===== src/rtl/ccff_pkg.sv =====
// ccff_pkg: shared state encoding, CRC constants and parameter defaults
// for the configuration-chain loader and its CRC helper.
package ccff_pkg;

    localparam int CHAIN_LEN_DEFAULT = 1024;
    localparam int PCLK_HALF_DEFAULT = 2;

    localparam logic [15:0] CRC_POLY = 16'h1021;
    localparam logic [15:0] CRC_INIT = 16'hFFFF;

    typedef enum logic [2:0] {
        IDLE,
        FETCH,
        SETUP,
        CLOCK,
        FINISH
    } state_t;

    // One MSB-first CRC-16-CCITT step for a single serial bit.
    function automatic logic [15:0] crc16_next(input logic [15:0] crc, input logic din);
        logic [15:0] shifted;
        shifted = {crc[14:0], 1'b0};
        return (crc[15] ^ din) ? (shifted ^ CRC_POLY) : shifted;
    endfunction

endpackage


===== src/rtl/ccff_crc16.sv =====
// ccff_crc16: serial CRC-16-CCITT accumulator over the bits returned
// from the configuration-chain tail.
import ccff_pkg::*;

module ccff_crc16 (
    input  logic        clk,
    input  logic        rst_n,
    input  logic        init,
    input  logic        en,
    input  logic        din,
    output logic [15:0] crc
);

    // Restart on init, otherwise fold in one bit per enabled cycle.
    always_ff @(posedge clk or negedge rst_n) begin
        if (!rst_n) begin
            crc <= CRC_INIT;
        end else if (init) begin
            crc <= CRC_INIT;
        end else if (en) begin
            crc <= crc16_next(crc, din);
        end
    end

endmodule


===== src/rtl/ccff_loader.sv =====
// ccff_loader: streams a byte-wide bitstream MSB-first into a configuration
// flip-flop chain, generating prog_clk with PCLK_HALF-cycle low/high phases.
// Optional feature macro: CCFF_LOADER_CRC_EN adds crc_out, a CRC-16-CCITT
// of the bits seen on ccff_tail at each prog_clk rising edge.
import ccff_pkg::*;

module ccff_loader #(
    parameter int CHAIN_LEN = CHAIN_LEN_DEFAULT,
    parameter int PCLK_HALF = PCLK_HALF_DEFAULT
) (
    input  logic       clk,
    input  logic       rst_n,
    input  logic       start,
    input  logic       abort,
    input  logic [7:0] byte_in,
    input  logic       byte_valid,
    output logic       byte_ready,
    output logic       prog_clk,
    output logic       ccff_head,
    input  logic       ccff_tail,
    output logic       busy,
    output logic       done
`ifdef CCFF_LOADER_CRC_EN
    ,
    output logic [15:0] crc_out
`endif
);

    localparam logic [15:0] LAST_BIT   = 16'(CHAIN_LEN - 1);
    localparam logic [7:0]  PHASE_LAST = 8'(PCLK_HALF - 1);

    state_t      state;
    state_t      next_state;
    logic [7:0]  buf_data;
    logic        buf_full;
    logic [7:0]  shreg;
    logic [15:0] bit_cnt;
    logic [2:0]  bit_idx;
    logic [7:0]  phase;
    logic        phase_end;
    logic        last_bit;
    logic        transfer;
    logic        load_shreg;
    logic        shift_shreg;

    assign phase_end = (phase == PHASE_LAST);
    assign last_bit  = (bit_cnt == LAST_BIT);
    assign transfer  = byte_valid && byte_ready && !abort;

    // State register.
    always_ff @(posedge clk or negedge rst_n) begin
        if (!rst_n) begin
            state <= IDLE;
        end else begin
            state <= next_state;
        end
    end

    // Next-state logic; abort overrides every other transition out of a busy state.
    always_comb begin
        next_state = state;
        unique case (state)
            IDLE:    if (start) next_state = FETCH;
            FETCH:   if (buf_full) next_state = SETUP;
            SETUP:   if (phase_end) next_state = CLOCK;
            CLOCK: begin
                if (phase_end) begin
                    if (last_bit) begin
                        next_state = FINISH;
                    end else if (bit_idx == 3'd7) begin
                        next_state = FETCH;
                    end else begin
                        next_state = SETUP;
                    end
                end
            end
            FINISH:  next_state = IDLE;
            default: next_state = IDLE;
        endcase
        if (abort && (state != IDLE)) begin
            next_state = IDLE;
        end
    end

    // Status outputs and datapath strobes decoded from the current state.
    always_comb begin
        busy        = (state != IDLE);
        done        = (state == FINISH);
        byte_ready  = busy && !buf_full;
        load_shreg  = (state == FETCH) && (next_state == SETUP);
        shift_shreg = (state == CLOCK) && phase_end && (next_state != IDLE);
    end

    // One-byte input buffer: filled by a handshake, drained by FETCH, flushed on leaving a load.
    always_ff @(posedge clk or negedge rst_n) begin
        if (!rst_n) begin
            buf_data <= 8'h00;
            buf_full <= 1'b0;
        end else if ((state == IDLE) || (next_state == IDLE)) begin
            buf_full <= 1'b0;
        end else if (transfer) begin
            buf_data <= byte_in;
            buf_full <= 1'b1;
        end else if (load_shreg) begin
            buf_full <= 1'b0;
        end
    end

    // Shift register, chain bit counter, per-byte bit index and phase timer.
    always_ff @(posedge clk or negedge rst_n) begin
        if (!rst_n) begin
            shreg   <= 8'h00;
            bit_cnt <= 16'd0;
            bit_idx <= 3'd0;
            phase   <= 8'd0;
        end else begin
            if ((state == IDLE) && start) begin
                bit_cnt <= 16'd0;
                bit_idx <= 3'd0;
            end
            if (load_shreg) begin
                shreg   <= buf_data;
                bit_idx <= 3'd0;
            end else if (shift_shreg) begin
                shreg   <= {shreg[6:0], 1'b0};
                bit_cnt <= bit_cnt + 16'd1;
                bit_idx <= bit_idx + 3'd1;
            end
            phase <= (next_state != state) ? 8'd0 : phase + 8'd1;
        end
    end

    // Registered chain pins: head carries the next MSB through SETUP and CLOCK, prog_clk is high in CLOCK.
    always_ff @(posedge clk or negedge rst_n) begin
        if (!rst_n) begin
            prog_clk  <= 1'b0;
            ccff_head <= 1'b0;
        end else begin
            prog_clk <= (next_state == CLOCK);
            if ((next_state == SETUP) || (next_state == CLOCK)) begin
                if (load_shreg) begin
                    ccff_head <= buf_data[7];
                end else if (shift_shreg) begin
                    ccff_head <= shreg[6];
                end else begin
                    ccff_head <= shreg[7];
                end
            end else begin
                ccff_head <= 1'b0;
            end
        end
    end

`ifdef CCFF_LOADER_CRC_EN
    logic crc_sample;
    logic crc_init;
    assign crc_sample = (state == SETUP) && (next_state == CLOCK);
    assign crc_init   = (state == IDLE) && start;

    ccff_crc16 u_crc (
        .clk   (clk),
        .rst_n (rst_n),
        .init  (crc_init),
        .en    (crc_sample),
        .din   (ccff_tail),
        .crc   (crc_out)
    );
`else
    logic unused_tail;
    assign unused_tail = ccff_tail;
`endif

endmodule


===== config.mk =====
export PLATFORM = sky130hd
export DESIGN_NAME = ccff_loader
export DESIGN_NICKNAME = d
export VERILOG_FILES = /design/src/rtl/ccff_pkg.sv /design/src/rtl/ccff_crc16.sv /design/src/rtl/ccff_loader.sv
export SDC_FILE = /design/constraint.sdc
export NUM_CORES = 1
export LEC_CHECK = 0
export ABC_AREA = 1
export BUFFER_PORTS_ARGS = -buffer_cell sky130_fd_sc_hd__buf_2
export CORE_MARGIN = 3
export CORE_UTILIZATION = 40
export CTS_CLUSTER_SIZE = 30
export DETAILED_ROUTE_END_ITERATION = 16
export HOLD_SLACK_MARGIN = 0.15
export PLACE_DENSITY = 0.55
export SETUP_SLACK_MARGIN = 0.1
export SYNTH_ARGS = -nofsm -noshare
export SYNTH_HDL_FRONTEND = slang
export SYNTH_SLANG_ARGS = --single-unit

===== constraint.sdc =====
create_clock -name clk -period 2.3 [get_ports clk]
set_clock_uncertainty 0.15 [all_clocks]
set_input_delay 0.23 -clock clk [delete_from_list [all_inputs] [get_ports clk]]
set_output_delay 0.23 -clock clk [all_outputs]
set_load 0.01 [all_outputs]

[Yosys cells after proc, flatten, opt, wreduce, memory -nomap -nowiden]
Cells that the tools add are included.
Operators by class
  reduce and logical (&&, ||, !) cells: 20
  bitwise gates (word level): 1
  $mul: 0
  equal/unequal tests: 10
  mux-type cells: 23
  order comparisons: 0
  div/mod/pow operators: 0
  add/subtract/negate cells: 3
  shifts and indexed selects: 0
Operator list (number)
  $mux W16: 3
  $mux W3: 9
  $mux W8: 3
  $add A16 B1 Y16 const B: 1
  $eq A16 B10 Y1 const B: 1
  $eq A3 B2 Y1 const B: 4
  $pmux W3 S4: 1
  $reduce_bool A3 Y1: 4
  $add A8 B1 Y8 const B: 1
  $eq A8 B1 Y1 const B: 1
  $logic_and A1 B1 Y1: 8
  $eq A3 B3 Y1 const B: 2
  $logic_not A3 Y1: 2
  $mux W1: 6
  $add A3 B1 Y3 const B: 1
  $eq A3 B1 Y1 const B: 1
  $ne A3 B3 Y1: 1
  $logic_not A1 Y1: 2
  $logic_or A1 B1 Y1: 2
  $mux W2: 1
  $reduce_and A2 Y1: 1
  $reduce_bool A2 Y1: 1
  $not A1 Y1: 1
Word-level totals
  input port bits: 14
  logic and storage cells: 66
  output and inout port bits: 5
  ROM bits: 0
  bits in latches: 0
  memories kept: 0
  memory bits (writable): 0
  bits in registers: 49

[Depth between registers and ports, before layout]
  word-level depth: 11
  gate-level depth with buffers: 17
  gate-level depth less buffers: 17

[Worst setup path after synthesis]
OpenSTA, ideal clock, no wires.
  kind: reg2reg
  start point: register bit_cnt[0]
  end point: register ccff_head
  stages on the path, launching flop included: 16
  period minus slack after synthesis: 1994 ps
  path buffers: 1
  data arrival time: 1723 ps
  slack: 306 ps
  cells stage by stage: dfrtp_1 > ha_1 > nand3_2 > nor2_4 > nand2_2 > nand2_1 > nand2_1 > nand2_1 > nand2_1 > nand2_2 > nand3_2 > nand2_4 > buf_6 > nand2_1 > nand2_1 > a21oi_1
Between the ends
  cells in the longest elaborated chain, start to end: 10
  elaborated cells between the ends (all ways): 14
  those cells by class: 3 x eq/ne; 7 x mux; 4 x reduce/logical
Ends and longest elaborated chain
  from (decl): line ccff_loader.sv:37  | logic [15:0] bit_cnt;
  from (signal assigned): line ccff_loader.sv:126  | bit_cnt <= bit_cnt + 16'd1;
  $eq A16 B10 Y1 *: line ccff_loader.sv:47  | assign last_bit = (bit_cnt == LAST_BIT);
  $mux W3 *: line ccff_loader.sv:68  | if (last_bit) begin
  $mux W3 *: line ccff_loader.sv:67  | if (phase_end) begin
  $pmux W3 S4 *: line ccff_loader.sv:62  | unique case (state)
  $mux W3 *: line ccff_loader.sv:80  | if (abort && (state != IDLE)) begin
  $reduce_bool A3 Y1: line ccff_loader.sv:91  | shift_shreg = (state == CLOCK) && phase_end && (next_state != IDLE);
  $logic_and A1 B1 Y1: line ccff_loader.sv:91
  $mux W1: line ccff_loader.sv:143  | end else if (shift_shreg) begin
  $mux W1: line ccff_loader.sv:141  | if (load_shreg) begin
  $mux W1 *: line ccff_loader.sv:140  | if ((next_state == SETUP) || (next_state == CLOCK)) begin
  to (signal assigned): line ccff_loader.sv:142  | ccff_head <= buf_data[7];
  to (signal assigned): line ccff_loader.sv:144  | ccff_head <= shreg[6];
  to (signal assigned): line ccff_loader.sv:146  | ccff_head <= shreg[7];
  to (decl): line ccff_loader.sv:19  | output logic ccff_head,
Mark *: on every way between the ends. The rest lies on a longest branch, timed or not.
A chain may end at the register's enable or synchronous reset.

[Worst setup path after layout]
  start point: register phase[1]
  end point: register shreg[1]
Between the ends
  cells in the longest elaborated chain, start to end: 7
  elaborated cells between the ends (all ways): 12
  those cells by class: 2 x eq/ne; 5 x mux; 5 x reduce/logical
Ends and longest elaborated chain
  from (decl): line ccff_loader.sv:39  | logic [7:0] phase;
  from (signal assigned): line ccff_loader.sv:129  | phase <= (next_state != state) ? 8'd0 : phase + 8'd1;
  $eq A8 B1 Y1 *: line ccff_loader.sv:46  | assign phase_end = (phase == PHASE_LAST);
  $mux W3 (on tied branches): line ccff_loader.sv:67, ccff_loader.sv:65
  $pmux W3 S4: line ccff_loader.sv:62
  $mux W3: line ccff_loader.sv:80
  $eq A3 B2 Y1 / $reduce_bool A3 Y1 (equally long branches): line ccff_loader.sv:90, ccff_loader.sv:91
  $logic_and A1 B1 Y1 (on tied branches): line ccff_loader.sv:90, ccff_loader.sv:91
  $mux W8 / $reduce_bool A2 Y1 (equally long branches)
  to (signal assigned): line ccff_loader.sv:122  | shreg <= buf_data;
  to (signal assigned): line ccff_loader.sv:125  | shreg <= {shreg[6:0], 1'b0};
  to (decl): line ccff_loader.sv:36  | logic [7:0] shreg;
Marked as above.

==> out/summary.md <==
• result of the run: completed
• number of flip-flops and latches in the synthesized netlist: 49
• total count of hold-check failures in the final report: 0
• area of the core: 6131 um^2
• hold worst-path end: buf_data[4]$_DFFE_PN0P_
• Final Wtd Congestion: 0.8330
• RSZ-0062 raised after global routing: no
• startpoint type of the worst setup path: flop
• startpoint of the most critical register-to-register path: phase[1]$_DFF_PN0_
• path type of the worst setup path: reg2reg
• sequential fraction of design power: 0.422
• fmax: 479.9 MHz
• full die area: 7580 um^2
• routed vias: 2202
• switching power share of the total: 0.3882
• register-to-register setup slack: 0.22 ns
• Cell Rows: 28
• post-synth net total: 348
• CTS H-tree depth: 2
• fraction of final layout cells with drive strength greater than 1: 0.2454
• Cell Area, Synth: 2629 um^2
• Hold/Removal Path Class: in2reg
• global-route total usage across every layer: 0.1579
• Power Total: 2.629 mW
• depth of the worst register-to-register path: 12
• max-slew headroom at the worst pin: 0.5785
• share of synthesized area occupied by flip-flops and latches: 0.4664
• switching power: 1.021 mW
• CTS tree: built
• post-route minimum period: 2.084 ns
• post-layout worst setup margin: 0.2163 ns
• antenna violations before repair: 0
• count of cells along the worst hold path: 5
• setup total negative slack: 0 ns
• fraction of synthesis flops using an asynchronous set or reset pin: 1.000
• beginning of the worst hold path: byte_valid
• global-route wire length before repair: 9660 um
• Main synth FF type: dfrtp_1
• internal cell power: 1.609 mW
• Initial Util: 0.4288
• clock-pin slew on the worst setup and hold paths: 0.09 ns
• element type at the critical path end: flop
• top cell type's share of synthesized area: 0.4664
• Skew-Pair Late Insertion Delay: 0.30 ns
• VDD IR max: 670.1 uV
• Synth-to-Final Area Change: 26.99%
• area of all sequential standard cells: 1229 um^2
• Top-Level Pins: 19
• post-synthesis area per instance: 7.990 um^2
• vertical die dimension: 87.07 um
• antenna-violating nets left: 0
• Chip Width: 87.07 um
• count of pins over their slew limit: 0
• number of cells produced by synthesis: 329
• number of flops mapped to enable cells by yosys: 0
• half-perimeter wire length of the detailed placement result: 3610 um
• leading cell type by number of instances after synthesis: nand2_1
• via count of the first global-routing pass: 2145
• number of optimization iterations in the first detailed-route pass: 4
• combined area of the multi-input logic cells: 1404 um^2
• net total in the final layout: 399
• maximum number of pins on one net before global-route repair: 50
• leakage: 1.649 nW
• wire length per cell: 12.51 um
• DRC errors left: 0
• transition at the pin with the smallest max-transition slack: 0.6316 ns
• capture instance of the worst register-to-register path: shreg[1]$_DFFE_PN0P_
• areal power density over the cells: 787.7 nW/um^2
• share of the clock period used by the worst path: 0.9060
• Clock Sink Count: 49
• required time at the worst-slack endpoint: 2.37 ns
• final global-route overflow total: 0
• Worst Setup Slack post-DPL: 0.06115 ns
• number of inserted diodes: 0
• CTS Root Cell: clkbuf_8
• final setup violating endpoints: 0
• top cells by area, synth: dfrtp_1 47%, nand2_1 14%, nand3_1 8.8%, nor2_1 4.7%, xor2_1 4.3%
• data arrival time of the critical path: 2.15 ns
• critical path peak fanout: 7
• max-cap check violation count: 0
• synthesis warning total: 0
• cts bufs inserted: 5
• post-detailed-routing wire length: 5681 um
• combinational fraction of design power: 0.396
• number of unique standard cell types used by synthesis: 30
• Clock Power Share: 0.182
• initial drt markers: 60
• Port-buffer cells: 17
• biggest area consumer among synthesized cells: dfrtp_1
• number of filler cells placed in the layout: 545
• list of most frequent post-synthesis cells: 99 x nand2_1, 49 x dfrtp_1, 46 x nand3_1
• utilization of the core after routing: 0.5445
• average via count per standard cell: 4.850
• Clock Tree Buf Depth: 2
how the worst max path moves through the flow:
| stage | start | to | slack (ns) | cells past startpoint |
|---|---|---|---|---|
| final | phase[1]$_DFF_PN0_ | shreg[1]$_DFFE_PN0P_ | 0.22 | 12 |
| after global routing | phase[1]$_DFF_PN0_ | buf_data[5]$_DFFE_PN0P_ | 0.08 | 16 |
| after CTS | phase[1]$_DFF_PN0_ | phase[4]$_DFF_PN0_ | 0.11 | 15 |
| after detailed placement | phase[1]$_DFF_PN0_ | buf_data[1]$_DFFE_PN0P_ | 0.06 | 15 |
| after global placement | phase[1]$_DFF_PN0_ | shreg[6]$_DFFE_PN0P_ | 0.09 | 14 |
| after floorplan | bit_cnt[0]$_DFF_PN0_ | ccff_head$_DFF_PN0_ | 0.31 | 15 |
power groups by stage:
stage	sequential (mW)	clock, mW	combinational, mW
3_5_place_dp	1.12	0	0.723
5_1_grt	1.13	0.532	1.18
4_1_cts	1.10	0.505	0.754
6_report	1.11	0.480	1.04
3_3_place_gp	1.11	0	0.714
2_1_floorplan	1.10	0	0.530
through the flow:
stage                     hold slack (ns)  instances  instance area [um^2]
after floorplan                   -0.2156        329                  2629
after global placement            0.08968        425                  2861
after detailed placement          0.09237        425                  2861
after CTS                          0.2532        441                  3050
after global routing               0.2993        454                  3338
final                              0.2366        454                  3338
layout by cell type (no fill, tap or decap), types with 2 or more instances in the layout:
| master | count |
|---|---|
| nand2_1 | 86 |
| dfrtp_1 | 47 |
| nand3_1 | 43 |
| nor2_1 | 28 |
| inv_1 | 25 |
| buf_2 | 17 |
| buf_4 | 15 |
| nand2_2 | 14 |
| xor2_1 | 13 |
| dlygate4sd3_1 | 10 |
| o21ai_0 | 7 |
| nor2_2 | 6 |
| nor3_1 | 6 |
| clkbuf_8 | 5 |
| nand4_1 | 4 |
| nand2_4 | 4 |
| a21oi_1 | 4 |
| nand3_2 | 4 |
| inv_2 | 3 |
| xnor2_1 | 3 |
| ha_1 | 3 |
| buf_12 | 3 |
| nand3_4 | 2 |
| nor4_1 | 2 |
| nor3_2 | 2 |
| nand2_8 | 2 |
| o21ai_1 | 2 |
| dfrtp_2 | 2 |
| buf_6 | 2 |
per-layer routing:
layer  global-route usage  wire length, um
met2               0.2629             2768
met1               0.2092             2745
met3              0.02838              126
met4              0.04674               40
met5                    0                0
worst max-delay path, stage by stage, from the launching register on:
cell,delay [ns]
dfrtp_1,0.39
inv_2,0.07
ha_4,0.13
nand2_2,0.05
nor2_2,0.08
nand2_2,0.09
buf_4,0.15
nor4_4,0.17
nand3_2,0.14
nand3_4,0.12
nand2_8,0.10
clkbuf_16,0.17
o211ai_1,0.16
logic make-up (layout without fill, tap and decap cells):
kind of cell	Yosys count	after routing	share of synthesized area
simple gates	208	209	0.3655
buf+inv	36	85	0.06044
xor+xnor	16	16	0.05331
compound gates	15	15	0.03046
fa+ha+maj	5	5	0.02380
flops	49	49	0.4664
cell type report:
class	count	share of cell area
tap	75	0.02811
inverter	30	0.03748
clock buffer	5	0.02061
timing repair buffer	48	0.1214
clock inverter	1	0.001499
multi-input combinational	245	0.4205
sequential	49	0.3681
timing repair inverter	1	0.002249
flip-flops by register name, indices dropped and copies added (netlist names):
register	cells
bit_cnt	16
bit_idx	3
buf_data	8
buf_full	1
ccff_head	1
phase	8
prog_clk	1
shreg	8
state	3
repair_timing:
item / in CTS / in global routing
setup buffers: 0 / 9
pin swaps: 0 / 17
hold buffers: 10 / 0
endpoints found under the setup margin: 27 / 45
hold endpoints to repair: 58 / 0
gates cloned: 0 / 4
resized for setup: 4 / 42
Power figures use the tool's default switching activity.
